==> config.mk <==
export PLATFORM = sky130hd
export DESIGN_NAME = mem_bridge_flat
export DESIGN_NICKNAME = d
export VERILOG_FILES = /design/src/rtl/mem_bridge_if.sv /design/src/rtl/mem_bridge.sv /design/src/flat_wrapper.sv
export SDC_FILE = /design/constraint.sdc
export NUM_CORES = 1
export LEC_CHECK = 0
export CORE_AREA = 5 5 104 106
export CTS_BUF_LIST = sky130_fd_sc_hd__clkbuf_8
export CTS_CLUSTER_SIZE = 30
export DETAILED_ROUTE_END_ITERATION = 10
export DIE_AREA = 0 0 109 111
export PLACE_DENSITY_LB_ADDON = 0.08
export SYNTH_ARGS = -nofsm -noshare
export SYNTH_HDL_FRONTEND = slang
export SYNTH_SLANG_ARGS = --single-unit
==> constraint.sdc <==
create_clock -name clk -period 2.7 [get_ports clk]
set_input_delay 0.54 -clock clk [delete_from_list [all_inputs] [get_ports clk]]
set_output_delay 0.54 -clock clk [all_outputs]
set_load 0.02 [all_outputs]
==> src/rtl/mem_bridge_if.sv <==
// rtl/mem_bridge_if.sv - byte-wide SRAM req/ack port shared by mem_bridge and its memory.
interface mem_bridge_if;
    logic        sram_req;
    logic        sram_we;
    logic [15:0] sram_addr;
    logic [7:0]  sram_wdata;
    logic [7:0]  sram_rdata;
    logic        sram_ack;

    modport master (
        output sram_req, sram_we, sram_addr, sram_wdata,
        input  sram_rdata, sram_ack
    );

    modport slave (
        input  sram_req, sram_we, sram_addr, sram_wdata,
        output sram_rdata, sram_ack
    );
endinterface

==> src/rtl/mem_bridge.sv <==
// rtl/mem_bridge.sv - SAP-2 memory stage: MAR/MDR/SP plus req/ack SRAM sequencer.
// Optional MEM_TIMEOUT_EN: abort accesses not acked within TIMEOUT cycles and raise err.
module mem_bridge #(
    parameter logic [15:0] SP_RESET = 16'hFFFF,
    parameter int          TIMEOUT  = 16
) (
    input  logic               clk,
    input  logic               rst,
    input  logic               strobe,
    input  logic [7:0]         bus,
    input  logic [7:0]         ctrl,
    output logic [7:0]         mem_out,
    output logic               busy,
    output logic               err,
    mem_bridge_if.master       sram
);

    typedef enum logic [2:0] {IDLE, RD, WR, PUSH_H, PUSH_L, POP_L, POP_H} state_t;

    state_t      state_q, state_d;
    logic [15:0] mar_q, mar_d, sp_q, sp_d, addr_q, addr_d;
    logic [7:0]  mdr_q, mdr_d, wdata_q, wdata_d;
    logic        busy_q, busy_d, req_q, req_d, we_q, we_d;
    logic        done, tmo;
    logic [7:0]  rd_byte;
    logic [15:0] mar_fwd;
    logic [7:0]  mdr_fwd;

    wire mar_loadh = ctrl[7];
    wire mar_loadl = ctrl[6];
    wire mdr_load  = ctrl[5];
    wire ram_load  = ctrl[4];
    wire ram_enh   = ctrl[3];
    wire ram_enl   = ctrl[2];
    wire op_call   = ctrl[1];
    wire op_ret    = ctrl[0];

    // Same-strobe register loads are visible to the memory op started by that strobe.
    assign mar_fwd = {mar_loadh ? bus : mar_q[15:8], mar_loadl ? bus : mar_q[7:0]};
    assign mdr_fwd = mdr_load ? bus : mdr_q;

`ifdef MEM_TIMEOUT_EN
    localparam int CW = $clog2(TIMEOUT + 1);
    logic [CW-1:0] cnt_q;
    logic          err_q;

    assign tmo     = req_q && !sram.sram_ack && (cnt_q == CW'(TIMEOUT - 1));
    assign rd_byte = tmo ? 8'hFF : sram.sram_rdata;
    assign err     = err_q;

    always_ff @(posedge clk or negedge rst) begin
        if (!rst) begin
            cnt_q <= '0;
            err_q <= 1'b0;
        end else begin
            cnt_q <= (req_q && !done) ? cnt_q + 1'b1 : '0;
            if (tmo)
                err_q <= 1'b1;
        end
    end
`else
    logic unused_timeout;
    assign unused_timeout = (TIMEOUT == 0);
    assign tmo     = 1'b0;
    assign rd_byte = sram.sram_rdata;
    assign err     = 1'b0;
`endif

    // An ack is only meaningful while a request is actually outstanding.
    assign done = req_q && (sram.sram_ack || tmo);

    always_comb begin
        state_d = state_q;
        mar_d   = mar_q;
        mdr_d   = mdr_q;
        sp_d    = sp_q;
        busy_d  = busy_q;
        req_d   = req_q;
        we_d    = we_q;
        addr_d  = addr_q;
        wdata_d = wdata_q;
        case (state_q)
            IDLE: begin
                // busy still high in IDLE is the trailing cycle after the last ack.
                if (busy_q) begin
                    busy_d = 1'b0;
                end else if (strobe) begin
                    mar_d = mar_fwd;
                    mdr_d = mdr_fwd;
                    if (op_call) begin
                        state_d = PUSH_H;
                        busy_d  = 1'b1;
                        we_d    = 1'b1;
                        addr_d  = sp_q;
                        wdata_d = mar_fwd[15:8];
                    end else if (op_ret) begin
                        state_d = POP_L;
                        busy_d  = 1'b1;
                        we_d    = 1'b0;
                        addr_d  = sp_q + 16'd1;
                    end else if (ram_load) begin
                        state_d = WR;
                        busy_d  = 1'b1;
                        we_d    = 1'b1;
                        addr_d  = mar_fwd;
                        wdata_d = mdr_fwd;
                    end else if (ram_enh || ram_enl) begin
                        state_d = RD;
                        busy_d  = 1'b1;
                        we_d    = 1'b0;
                        addr_d  = ram_enh ? mar_fwd + 16'd1 : mar_fwd;
                    end
                end
            end
            default: begin
                if (!req_q) begin
                    req_d = 1'b1;
                end else if (done) begin
                    req_d = 1'b0;
                    case (state_q)
                        RD: begin
                            mdr_d   = rd_byte;
                            state_d = IDLE;
                        end
                        PUSH_H: begin
                            sp_d    = sp_q - 16'd1;
                            addr_d  = sp_q - 16'd1;
                            wdata_d = mar_q[7:0];
                            state_d = PUSH_L;
                        end
                        PUSH_L: begin
                            sp_d    = sp_q - 16'd1;
                            state_d = IDLE;
                        end
                        POP_L: begin
                            mar_d[7:0] = rd_byte;
                            sp_d       = sp_q + 16'd1;
                            addr_d     = sp_q + 16'd2;
                            state_d    = POP_H;
                        end
                        POP_H: begin
                            mar_d[15:8] = rd_byte;
                            sp_d        = sp_q + 16'd1;
                            state_d     = IDLE;
                        end
                        default: state_d = IDLE;
                    endcase
                end
            end
        endcase
    end

    always_ff @(posedge clk or negedge rst) begin
        if (!rst) begin
            state_q <= IDLE;
            mar_q   <= 16'h0000;
            mdr_q   <= 8'h00;
            sp_q    <= SP_RESET;
            busy_q  <= 1'b0;
            req_q   <= 1'b0;
            we_q    <= 1'b0;
            addr_q  <= 16'h0000;
            wdata_q <= 8'h00;
        end else begin
            state_q <= state_d;
            mar_q   <= mar_d;
            mdr_q   <= mdr_d;
            sp_q    <= sp_d;
            busy_q  <= busy_d;
            req_q   <= req_d;
            we_q    <= we_d;
            addr_q  <= addr_d;
            wdata_q <= wdata_d;
        end
    end

    assign mem_out         = mdr_q;
    assign busy            = busy_q;
    assign sram.sram_req   = req_q;
    assign sram.sram_we    = we_q;
    assign sram.sram_addr  = addr_q;
    assign sram.sram_wdata = wdata_q;

endmodule

==> src/flat_wrapper.sv <==
// flat-port wrapper written by rule: the top's interface ports become plain ports
module mem_bridge_flat 
#(
    parameter logic [15:0] SP_RESET = 16'hFFFF,
    parameter int          TIMEOUT  = 16
)
  (clk, rst, strobe, bus, ctrl, mem_out, busy, err, sram_sram_req, sram_sram_we, sram_sram_addr, sram_sram_wdata, sram_sram_rdata, sram_sram_ack);
  mem_bridge_if sram_i ();
  input  logic clk;
  input  logic rst;
  input  logic strobe;
  input  logic [7:0] bus;
  input  logic [7:0] ctrl;
  output logic [7:0] mem_out;
  output logic busy;
  output logic err;
  output wire logic [$bits(sram_i.sram_req)-1:0] sram_sram_req;
  output wire logic [$bits(sram_i.sram_we)-1:0] sram_sram_we;
  output wire logic [$bits(sram_i.sram_addr)-1:0] sram_sram_addr;
  output wire logic [$bits(sram_i.sram_wdata)-1:0] sram_sram_wdata;
  input wire logic [$bits(sram_i.sram_rdata)-1:0] sram_sram_rdata;
  input wire logic [$bits(sram_i.sram_ack)-1:0] sram_sram_ack;
  assign sram_sram_req = sram_i.sram_req;
  assign sram_sram_we = sram_i.sram_we;
  assign sram_sram_addr = sram_i.sram_addr;
  assign sram_sram_wdata = sram_i.sram_wdata;
  assign sram_i.sram_rdata = sram_sram_rdata;
  assign sram_i.sram_ack = sram_sram_ack;
  mem_bridge #(.SP_RESET(SP_RESET), .TIMEOUT(TIMEOUT)) u_core (.clk(clk), .rst(rst), .strobe(strobe), .bus(bus), .ctrl(ctrl), .mem_out(mem_out), .busy(busy), .err(err), .sram(sram_i));
endmodule
==> Yosys cells after proc, flatten, opt, wreduce, memory -nomap -nowiden <==
Cells that the tools add are included.
{ "totals": {"reg_bits": 70, "inputBits": 28, "wordCells": 107} }
{ "classes": {"add_sub_neg": 4, "eq_ne": 10, "muxes": 59, "bitwise": 2, "n_reduce_logical": 22} }
{ "ops": {"columns": ["operator", "count"], "rows": [
  ["$mux 16", 15],
  ["$mux 8", 20],
  ["$pmux 16 s2", 2],
  ["$add 16x1->16 const B", 2],
  ["$mux 3", 9],
  ["$reduce_and 5->1", 4],
  ["$add 16x2->16 const B", 1],
  ["$sub 16x1->16 const B", 1],
  ["$reduce_bool 2->1", 7],
  ["$mux 1", 12],
  ["$eq 3x3->1 const B", 3],
  ["$reduce_and 4->1", 2],
  ["$reduce_and 7->1", 1],
  ["$ne 3x3->1 const B", 2],
  ["$pmux 3 s2", 1],
  ["$reduce_and 6->1", 1],
  ["$ne 5x4->1 const B", 1],
  ["$ne 2x2->1 const B", 2],
  ["$reduce_bool 4->1", 1],
  ["$reduce_or 2->1", 2],
  ["$eq 3x1->1 const B", 1],
  ["$eq 3x2->1 const B", 1],
  ["$logic_not 3->1", 1],
  ["$reduce_bool 3->1", 1],
  ["3 further kinds", 4]
]} }

==> Depth between registers and ports, before layout <==
Gate-level depths: netlist of the first run.
{ "logic_depth": {"depth_word": 10, "ltp_mapped": 10, "ltp_nobuf": 9} }

==> Worst setup path after synthesis of the first run <==
Ideal clock, no wire load.
{ "synth_timing": {"path_type": "in2reg", "from": "input ctrl[6]", "to": "register u_core.addr_q[10] (netlist: u_core.sram.sram_addr[10])", "setup_ns": 0.150, "arrival_ns": 2.408, "t_required_ns": 2.550, "path_slack_ns": 0.142, "stages": 10, "n_path_buf": 2, "cell_sequence": "buf_2 > buf_4 > mux2_2 > ha_1 > and3b_1 > and2_0 > and3_1 > mux2i_1 > o221ai_1 > o311ai_0"} }
{ "synth_between": {"elab_chain_cells": 10} }
{ "synth_rtl": {"columns": ["element", "line_no", "text"], "rows": [
  ["from (decl)", "flat_wrapper.sv:13", "input logic [7:0] ctrl;"],
  ["$mux 8", "mem_bridge.sv:39", "assign mar_fwd = {mar_loadh ? bus : mar_q[15:8], mar_loadl ? bus : mar_q[7:0]};"],
  ["$add 16x1->16", "mem_bridge.sv:111", "addr_d = ram_enh ? mar_fwd + 16'd1 : mar_fwd;"],
  ["$mux 16", "mem_bridge.sv:111", null],
  ["$mux 16", "mem_bridge.sv:107", "end else if (ram_enh || ram_enl) begin"],
  ["$mux 16", "mem_bridge.sv:101", "end else if (ram_load) begin"],
  ["$mux 16", "mem_bridge.sv:96", "end else if (op_ret) begin"],
  ["$mux 16", "mem_bridge.sv:90", "if (op_call) begin"],
  ["$mux 16", "mem_bridge.sv:87", "end else if (strobe) begin"],
  ["$mux 16", "mem_bridge.sv:85", "if (busy_q) begin"],
  ["$mux 16", "mem_bridge.sv:82", "case (state_q)"],
  ["to (signal assigned)", "mem_bridge.sv:172", "addr_q <= addr_d;"],
  ["to (decl)", "mem_bridge.sv:21", "logic [15:0] mar_q, mar_d, sp_q, sp_d, addr_q, addr_d;"]
]} }
No other way between the ends. The select of a mux whose other input is x is not followed.
A chain may end at the register's enable or synchronous reset.

==> Worst setup path in the final report of the first run <==
Ends and elaborated chain as after synthesis.

==> impl_results.md, run 1 <==
* Area of the core at 9680 um^2
* ANT nets after route at 0
* Die area at 12,100 um^2
* Fin nets at 760
* Clk buf depth at 2
* Number of synthesized flops with an enable pin at 0
* Largest net degree at the start of global routing at 50
* Clk_skew at 0.0118 ns
* Net load switching power at 3.14 mW
* Post-Synthesis Cell Area at 5240 um^2
* Synth Area in Simple Gates at 0.223
* Final Total Pwr at 6.79 mW
* Adder-cell area share of the yosys netlist at 0.0143
* Required @ worst endpoint at 2.93 ns
* RSZ-0062 raised after global routing: no
* Vias in the first global route at 5,394
* Data arrival time at the worst-slack endpoint at 2.76 ns
* Pre-CTS setup slack at -0.208 ns
* Vias per Instance at 6.22
* Clock share of power at 0.150
* HP Class: input pin to asynchronous set/reset pin
* Ys async rst share at 1.00
* Clock-pin slew on the worst setup and hold paths at 0.09 ns
* Post-route insts no fill at 864
* Yosys reg bits at 70
* Pre-antenna DRT Iters at 5
* Commonest non-fill, non-tap cell in the layout: nor2_1
* Synth cell types at 66
* Post-CTS Setup Bufs at 0
* Status: finished, final reports clean
* Max Cap Viol at 0
* Post-Syn Instances at 651
* Pwr dens at 1050 nW/um^2
* Critical path endpoint category: flip-flop
* Critical Path Max Stage Delay at 0.52 ns
* Ys flop type: dfrtp_1
* Max Clock Freq at 395 MHz
* Synthesis-to-finish area growth at 23.2%
* Die W at 109 um
* Syn nets at 685
* Starting Density at 0.541
* Fin crit share at 0.937
* Placed insts at 848
* Wirelength per Cell at 20.2 um
* Commonest cells after routing, fill and taps aside: nor2_1, a21oi_1, clkdlybuf4s50_1, nand2_1
* Setup violators final at 0
* Fin util at 0.666
* Clock sink count at 70
* Cell Rows at 36
* Final wirelength at 17,400 um
* H-tree levels at 3
* Final min period at 2.53 ns
* Tot GR Track Use at 0.302
* Comb pwr share at 0.555
* Hold_ws at 0.149 ns
* Leak at 2.50 nW
* Sequential area share after synthesis at 0.338
* Ant diodes at 0
* Initial DRC count at 397
* Internal at 3.65 mW
* Reg power frac at 0.295
* Worst setup SP type: input pin
* Net Sw Frac at 0.463
* Worst Tran Pin Value at 0.577 ns
* Worst skew pair latency at 0.38 ns
* Layout cells sized above 1 at 0.146
* Post-synthesis mux area share at 0.0468
* Port Buffers at 62
* Placed wire-length estimate at 13,200 um
* CP Class: input pin to flip-flop
* CTS Buf Count at 9
* Final hold viol count at 0
* Slew HR at 0.614
* Largest family of logic cells by synthesized area: compound AO/OA/AOI/OAI gates
* Peak VDD IR at 0.657 mV
* Crit-path cells: clkdlybuf4s50_1 -> mux2_2 -> ha_1 -> and3b_1 -> and2_0 -> and3_1 -> mux2i_1 -> o221ai_1 -> o311ai_0
* CP max FO at 6
* Clk root buf: clkbuf_8
* Max Slew Vio Count at 0
* DIE HEIGHT at 111 um
* DRC viols at 0
* CTS tree: built
* IO Pins at 64
* Yosys warnings at 0
* Grt ovf at 0
* Setup ws final at 0.171 ns
* Mapped Avg Cell Area at 8.04 um^2
* Via count at 5,378
* First-pass GRT wire length at 28,700 um
* Compound-Gate Fraction of Synth Area at 0.247
* Slowest cell on crit path: clkdlybuf4s50_1
* XOR/XNOR Fraction of Synth Area at 0.0719
* Final Wtd Congestion at 0.938
* Initial antenna violation count at 0
sequential cells by signal (all words and copies together), names as in the netlist:
| signal | flops |
|---|---|
| u_core.sram.sram_we | 1 |
| u_core.busy | 1 |
| u_core.sram.sram_wdata | 8 |
| u_core.sram.sram_addr | 16 |
| u_core.sp_q | 16 |
| u_core.mem_out | 8 |
| u_core.mar_q | 16 |
| u_core.sram.sram_req | 1 |
| u_core.state_q | 3 |
stage by stage:
step	setup TNS (ns)	cell area [um^2]
after floorplan	0	5240
after global placement	-0.336	6220
after detailed placement	-0.559	6220
after CTS	0	6450
after global routing	0	6450
final	0	6450
what timing repair did:
| action | CTS | global route |
|---|---|---|
| hold buffers | 0 | 0 |
| endpoints found under the setup margin | 0 | 1 |
| resized for setup | 0 | 1 |
path summary, 6_finish.rpt:
check | from | to | slack, ns | depth (start not counted)
hold reg to reg | u_core.sram.sram_addr[0]$_DFFE_PN0P_ | u_core.sram.sram_addr[0]$_DFFE_PN0P_ | 0.49 | 2
min in group clk | u_core.sram.sram_addr[0]$_DFFE_PN0P_ | u_core.sram.sram_addr[0]$_DFFE_PN0P_ | 0.49 | 2
setup / recovery | ctrl[6] | u_core.sram.sram_addr[10]$_DFFE_PN0P_ | 0.17 | 9
hold / removal | rst | u_core.state_q[1]$_DFFE_PN0P_ | 0.15 | 2
max in group asynchronous | rst | u_core.sp_q[7]$_DFFE_PN1P_ | 2.13 | 2
setup reg to reg | u_core.sp_q[1]$_DFFE_PN1P_ | u_core.sram.sram_addr[14]$_DFFE_PN0P_ | 0.20 | 9
area by class of cell:
cell class / count / area (um^2)
Fill cell: 865 / 3230
Multi-Input combinational cell: 516 / 3170
Sequential cell: 70 / 1770
Timing Repair Buffer: 119 / 1080
Tap cell: 133 / 166
Clock buffer: 9 / 124
Clock inverter: 7 / 104
Inverter: 10 / 37.5
power by group through the flow:
stage	Clock [mW]	Sequential, mW	Combinational, mW
after floorplan	0	2.10	2.10
after global placement	0	1.98	3.66
after detailed placement	0	2.01	3.72
final	1.02	2.00	3.77
after global routing	1.08	2.06	4.08
after CTS	1.03	1.99	3.75
kinds of logic after synthesis:
family / after synthesis
multiplexers: 24
AO/OA/AOI/OAI: 203
flip-flops: 70
buffers and inverters: 65
XOR/XNOR: 43
AND/OR/NAND/NOR: 239
adder cells (fa/ha/maj): 6
other: 1
metal layers:
metal  GRT usage  wire (um)  vias up
met3      0.0507       1130       52
met2       0.490       8490      236
met1       0.384       7080     2561
li1            -          -     2529
met4       0.152        755        0
met5           0          0        -
worst max-delay path: cells and delay by family:
kind / cells / cell delay, ns
and+or+nand+nor: 3 / 0.66
buffers and inverters: 1 / 0.52
muxes: 2 / 0.51
AOI/OAI and AO/OA: 2 / 0.32
adders and majority gates: 1 / 0.19
cells in the mapped netlist (all sizes together) (5+ instances only):
cell type  count  share of area
nor2          77          0.055
a21oi         73          0.070
nand2         59          0.042
dfrtp         54           0.26
clkbuf        36          0.028
o21ai         29          0.028
xnor2         25          0.042
a211oi        21          0.031
mux2i         20          0.038
o22ai         20          0.024
buf           19          0.023
nand3         19          0.018
xor2          18          0.030
dfstp         16          0.080
nor3          16          0.015
nand4         12          0.014
a31oi         10          0.012
inv           10         0.0072
nor4          10          0.015
a221oi         8          0.013
nor2b          8         0.0096
nand3b         7          0.010
or3            7         0.0093
ha             6          0.014
nand2b         5         0.0060
o21a           5         0.0072
Power figures use the tool's default switching activity.
==> inputs of run 2 (changes only) <==
--- a/config.mk
+++ b/config.mk
@@ -10,7 +10,8 @@
 export CTS_CLUSTER_SIZE = 30
 export DETAILED_ROUTE_END_ITERATION = 10
 export DIE_AREA = 0 0 109 111
-export PLACE_DENSITY_LB_ADDON = 0.08
+export PLACE_DENSITY = 0.78
+export SLEW_MARGIN = 30
 export SYNTH_ARGS = -nofsm -noshare
 export SYNTH_HDL_FRONTEND = slang
 export SYNTH_SLANG_ARGS = --single-unit
==> run 2 against run 1 <==
  * Clock power down 15%
  * Global-route usage increased by 0.55 points
  * Critical path type is now flip-flop to flip-flop
  * Fmax decreased by 3.0%
  * Utilization is 1.1 points higher
  * Critical endpoint unchanged
  * Non-clock buffer count rose by 18
  * Register-to-register slack got worse by 0.11 ns
  * Sequential cell count unchanged
==> impl_results.md, run 2 (same netlist as run 1, synthesis figures left out) <==
* Tot GR Track Use at 0.308 (was 0.302)
* Worst Tran Pin Value at 0.810 ns (was 0.577 ns)
* Max Clock Freq at 384 MHz (was 395 MHz)
* Clock-pin slew on the worst setup and hold paths at 0.08 ns (was 0.09 ns)
* Commonest non-fill, non-tap cell in the layout: nor2_1 (unchanged)
* Slew HR at 0.460 (was 0.614)
* Setup ws final at 0.0932 ns (was 0.171 ns)
* Cell Rows at 36 (unchanged)
* Final Wtd Congestion at 1.03 (was 0.938)
* Clk root buf: clkbuf_8 (unchanged)
* CP max FO at 6 (unchanged)
* Fin util at 0.677 (was 0.666)
* Fin nets at 778 (was 760)
* Ant diodes at 0 (unchanged)
* Initial antenna violation count at 0 (unchanged)
* Clk_skew at 0.00676 ns (was 0.0118 ns)
* Starting Density at 0.541 (unchanged)
* Hold_ws at 0.264 ns (was 0.149 ns)
* Port Buffers at 62 (unchanged)
* Synthesis-to-finish area growth at 25.2% (was 23.2%)
* Via count at 5,645 (was 5,378)
* Post-cts hold buffer count at 0 (unchanged)
* Fin crit share at 0.965 (was 0.937)
* CTS Buf Count at 9 (unchanged)
* Wirelength per Cell at 20.7 um (was 20.2 um)
* Data arrival time at the worst-slack endpoint at 2.84 ns (was 2.76 ns)
* Largest net degree at the start of global routing at 40 (was 50)
* ANT nets after route at 0 (unchanged)
* Vias per Instance at 6.40 (was 6.22)
* Final Total Pwr at 6.75 mW (was 6.79 mW)
* CP Class: flip-flop to flip-flop (was input pin to flip-flop)
* CTS tree: built (unchanged)
* First-pass GRT wire length at 29,200 um (was 28,700 um)
* IO Pins at 64 (unchanged)
* Vias in the first global route at 5,462 (was 5,394)
* Die W at 109 um (unchanged)
* Dpl cell area at 6340 um^2 (was 6220 um^2)
* Final wirelength at 18,200 um (was 17,400 um)
* HP Class: input pin to asynchronous set/reset pin (unchanged)
* Commonest cells after routing, fill and taps aside: nor2_1, a21oi_1, buf_4, clkdlybuf4s50_1, nand2_1 (was nor2_1, a21oi_1, clkdlybuf4s50_1, nand2_1)
* Placed wire-length estimate at 14,000 um (was 13,200 um)
* DRC viols at 0 (unchanged)
* Cell area after layout at 6560 um^2 (was 6450 um^2)
* DIE HEIGHT at 111 um (unchanged)
* Pre-CTS setup slack at -0.298 ns (was -0.208 ns)
* Post-route insts no fill at 882 (was 864)
* Status: finished, final reports clean (unchanged)
* Required @ worst endpoint at 2.94 ns (was 2.93 ns)
* Final hold viol count at 0 (unchanged)
* Max Slew Vio Count at 0 (unchanged)
* Area of the core at 9680 um^2 (unchanged)
* Grt ovf at 0 (unchanged)
* H-tree levels at 3 (unchanged)
* Worst setup SP type: flip-flop (was input pin)
* Critical path endpoint category: flip-flop (unchanged)
* Setup TNS Final at 0 ns (unchanged)
* Peak VDD IR at 0.773 mV (was 0.657 mV)
* Leak at 2.59 nW (was 2.50 nW)
* Layout cells sized above 1 at 0.167 (was 0.146)
* Pre-antenna DRT Iters at 5 (unchanged)
* Die area at 12,100 um^2 (unchanged)
* Final min period at 2.61 ns (was 2.53 ns)
* Max Cap Viol at 0 (unchanged)
* Layout filler cell count at 799 (was 865)
* Clk buf depth at 2 (unchanged)
* Pwr dens at 1030 nW/um^2 (was 1050 nW/um^2)
* Initial DRC count at 469 (was 397)
* Setup violators final at 0 (unchanged)
* Clock sink count at 70 (unchanged)
* Worst skew pair latency at 0.36 ns (was 0.38 ns)
* Placed insts at 865 (was 848)
## run 2: repair_timing
item                                    CTS  global route
resized for setup                         0             5
endpoints found under the hold margin     0             0
setup buffers                             0             1
endpoints found under the setup margin    0             3
## run 2: layout make-up
type | instances | area [um^2] | share of cell area
Sequential cell | 70 | 1770 | 0.270
Multi-Input combinational cell | 516 | 3180 | 0.485
Clock inverter | 6 | 55.1 | 0.00840
Timing Repair Buffer | 137 | 1210 | 0.184
Clock buffer | 10 | 138 | 0.0210
Inverter | 10 | 37.5 | 0.00572
Tap cell | 133 | 166 | 0.0254
## run 2: final timing paths
path / from / endpoint / slack (ns) / cells after the start
worst max-delay path: u_core.sp_q[1]$_DFFE_PN1P_ / u_core.sram.sram_addr[10]$_DFFE_PN0P_ / 0.09 / 8
worst min-delay path: rst / u_core.sram.sram_addr[9]$_DFFE_PN0P_ / 0.26 / 1
worst max register to register: u_core.sp_q[1]$_DFFE_PN1P_ / u_core.sram.sram_addr[10]$_DFFE_PN0P_ / 0.09 / 8
worst min register to register: u_core.sram.sram_addr[0]$_DFFE_PN0P_ / u_core.sram.sram_addr[0]$_DFFE_PN0P_ / 0.49 / 2
max in group asynchronous: rst / u_core.sp_q[1]$_DFFE_PN1P_ / 1.70 / 2
min in group clk: u_core.sram.sram_addr[0]$_DFFE_PN0P_ / u_core.sram.sram_addr[0]$_DFFE_PN0P_ / 0.49 / 2
## run 2: power by group
group	internal, mW	total, mW	switching, mW
Combinational	1.65	3.93	2.27
Sequential	1.53	1.95	0.424
Clock	0.444	0.871	0.427
## run 2: worst max-delay path: stages, from the launching register on
cell      delay (ns)
dfstp_2         0.41
inv_1           0.12
ha_1            0.19
or4b_2          0.70
nor2_1          0.27
buf_4           0.17
a31oi_1         0.09
xor2_1          0.18
o311ai_0        0.35
## run 2: layer usage
| metal | vias to the layer above | wire length (um) | GRT usage |
|---|---|---|---|
| li1 | 2566 | - | - |
| met1 | 2688 | 7050 | 0.392 |
| met2 | 321 | 8840 | 0.505 |
| met3 | 70 | 1460 | 0.0361 |
| met4 | 0 | 884 | 0.161 |
| met5 | - | 0 | 0 |
==> inputs of run 3 (changes only) <==
--- a/config.mk
+++ b/config.mk
@@ -11,6 +11,8 @@
 export DETAILED_ROUTE_END_ITERATION = 10
 export DIE_AREA = 0 0 109 111
 export PLACE_DENSITY = 0.78
+export RECOVER_POWER = 50
+export SETUP_SLACK_MARGIN = 0.1
 export SLEW_MARGIN = 30
 export SYNTH_ARGS = -nofsm -noshare
 export SYNTH_HDL_FRONTEND = slang
==> run 3 against run 2 <==
  * The flow now finishes with violations (max-capacitance violations, max-slew violations)
  * Clock skew is 0.0047 ns higher
  * Routed wire length increased by 0.54%
  * Utilization down 0.10 points
  * Sequential power about the same
  * Sequential cell count unchanged
  * Hold slack better by 0.22 ns
  * Fmax rose by 3.8%
  * Global-route usage did not move
  * Critical path type unchanged
  * Critical endpoint is now u_core.sram.sram_addr[7]$_DFFE_PN0P_
  * Highest routed layer unchanged
==> impl_results.md, run 3 (same netlist as run 1, synthesis figures left out) <==
* Status: finished with violations (was finished, final reports clean)
* Failing checks: max-capacitance violations, max-slew violations
* Cell area after layout at 6550 um^2 (was 6560 um^2)
* Dpl cell area at 6340 um^2 (unchanged)
* Fin nets at 778 (unchanged)
* Hold_ws at 0.487 ns (was 0.264 ns)
* Wirelength per Cell at 20.8 um (was 20.7 um)
* Final Wtd Congestion at 1.03 (unchanged)
* Required @ worst endpoint at 2.98 ns (was 2.94 ns)
* Worst setup SP type: flip-flop (unchanged)
* Tot GR Track Use at 0.308 (unchanged)
* Clock sink count at 70 (unchanged)
* Clk root buf: clkbuf_8 (unchanged)
* Peak VDD IR at 0.761 mV (was 0.773 mV)
* DIE HEIGHT at 111 um (unchanged)
* Setup TNS Final at 0 ns (unchanged)
* Commonest cells after routing, fill and taps aside: nor2_1, a21oi_1, buf_4, nand2_1, dfrtp_1 (was nor2_1, a21oi_1, buf_4, clkdlybuf4s50_1, nand2_1)
* Worst skew pair latency at 0.37 ns (was 0.36 ns)
* Slew HR at -0.274 (was 0.460)
* DRC viols at 0 (unchanged)
* First-pass GRT wire length at 29,200 um (unchanged)
* Critical path endpoint category: flip-flop (unchanged)
* CTS Buf Count at 9 (unchanged)
* Layout filler cell count at 805 (was 799)
* Port Buffers at 62 (unchanged)
* Initial antenna violation count at 0 (unchanged)
* Clk buf depth at 2 (unchanged)
* RSZ-0062 raised after global routing: yes
* Cell Rows at 36 (unchanged)
* Initial DRC count at 477 (was 469)
* Max Slew Vio Count at 33 (was 0)
* CP max FO at 10 (was 6)
* Vias per Instance at 6.43 (was 6.40)
* Largest net degree at the start of global routing at 40 (unchanged)
* Pre-antenna DRT Iters at 5 (unchanged)
* Pwr dens at 1030 nW/um^2 (about the same)
* Data arrival time at the worst-slack endpoint at 2.79 ns (was 2.84 ns)
* Final wirelength at 18,300 um (was 18,200 um)
* Commonest non-fill, non-tap cell in the layout: nor2_1 (unchanged)
* Max Cap Viol at 1 (was 0)
* Leak at 2.57 nW (was 2.59 nW)
* Clk_skew at 0.0114 ns (was 0.00676 ns)
* Final min period at 2.51 ns (was 2.61 ns)
* Ant diodes at 0 (unchanged)
* Clock-pin slew on the worst setup and hold paths at 0.08 ns (about the same)
* Placed wire-length estimate at 14,000 um (unchanged)
* Synthesis-to-finish area growth at 25.0% (was 25.2%)
* Layout cells sized above 1 at 0.164 (was 0.167)
* Fin crit share at 0.930 (was 0.965)
* Pre-CTS setup slack at -0.298 ns (unchanged)
* Vias in the first global route at 5,462 (unchanged)
* Via count at 5,669 (was 5,645)
* CTS tree: built (unchanged)
* IO Pins at 64 (unchanged)
* Setup ws final at 0.189 ns (was 0.0932 ns)
* Setup violators final at 0 (unchanged)
* Final Total Pwr at 6.72 mW (was 6.75 mW)
* Grt ovf at 0 (unchanged)
* Starting Density at 0.541 (unchanged)
* Area of the core at 9680 um^2 (unchanged)
* Final hold viol count at 0 (unchanged)
* ANT nets after route at 0 (unchanged)
* Worst Tran Pin Value at 1.91 ns (was 0.810 ns)
* HP Class: flip-flop to flip-flop (was input pin to asynchronous set/reset pin)
* Die W at 109 um (unchanged)
* Die area at 12,100 um^2 (unchanged)
* Max Clock Freq at 398 MHz (was 384 MHz)
* CP Class: flip-flop to flip-flop (unchanged)
* H-tree levels at 3 (unchanged)
## run 3: final cells by class
type	count	area [um^2]	share of cell area
well taps	133	166	0.0254
inverters	10	37.5	0.00573
clock buffers	10	138	0.0210
multi-input cells	516	3190	0.488
flip-flops and latches	70	1770	0.271
repair buffers	137	1180	0.181
clock inverters	6	55.1	0.00841
## run 3: timing repair
| action | in CTS | in global routing |
|---|---|---|
| gates resized for setup | 1 | 7 |
| pin swaps | 0 | 0 |
| hold buffers | 0 | 0 |
| endpoints found under the setup margin | 1 | 6 |
| endpoints found under the hold margin | 0 | 0 |
| setup buffers | 0 | 1 |
## run 3: metal layers
| metal | share of wire | vias to the layer above | global-route usage |
|---|---|---|---|
| li1 | - | 2561 | - |
| met1 | 0.38 | 2687 | 0.392 |
| met2 | 0.48 | 353 | 0.505 |
| met3 | 0.088 | 68 | 0.0361 |
| met4 | 0.047 | 0 | 0.161 |
| met5 | 0 | - | 0 |
## run 3: power breakdown
part           switching (mW)  total [mW]  internal (mW)  leakage (nW)
clock network           0.431       0.876          0.444         0.110
logic                    2.28        3.89           1.61          1.68
registers               0.420        1.95           1.53         0.780
total                    3.13        6.72           3.59          2.57
## run 3: critical path, cell delays in order, from the launching register on
cell and delay (ns):
dfstp_2 0.63, inv_1 0.11, ha_1 0.19, a21bo_2 0.27, or2_2 0.35, o41ai_1 0.32, xor2_1 0.31, nand2_1 0.10
a31oi_1 0.16
## run 3: path summary, 6_finish.rpt
path                                                            from                              endpoint  slack [ns]  depth (start not counted)
max in group asynchronous                                        rst           u_core.mar_q[4]$_DFFE_PN0P_        0.45                          2
min in group asynchronous                                        rst  u_core.sram.sram_addr[5]$_DFFE_PN0P_        0.69                          1
worst max register to register            u_core.sp_q[2]$_DFFE_PN1P_  u_core.sram.sram_addr[7]$_DFFE_PN0P_        0.19                          8
worst min-delay path            u_core.sram.sram_addr[0]$_DFFE_PN0P_  u_core.sram.sram_addr[0]$_DFFE_PN0P_        0.49                          2
worst max-delay path                      u_core.sp_q[2]$_DFFE_PN1P_  u_core.sram.sram_addr[7]$_DFFE_PN0P_        0.19                          8
worst min register to register  u_core.sram.sram_addr[0]$_DFFE_PN0P_  u_core.sram.sram_addr[0]$_DFFE_PN0P_        0.49                          2
## run 3: metrics by stage
stage,utilization,cells
detailed placement,0.655,865
global placement,0.655,865
CTS,0.674,881
finish,0.676,882
floorplan,-,651
global route,0.676,882
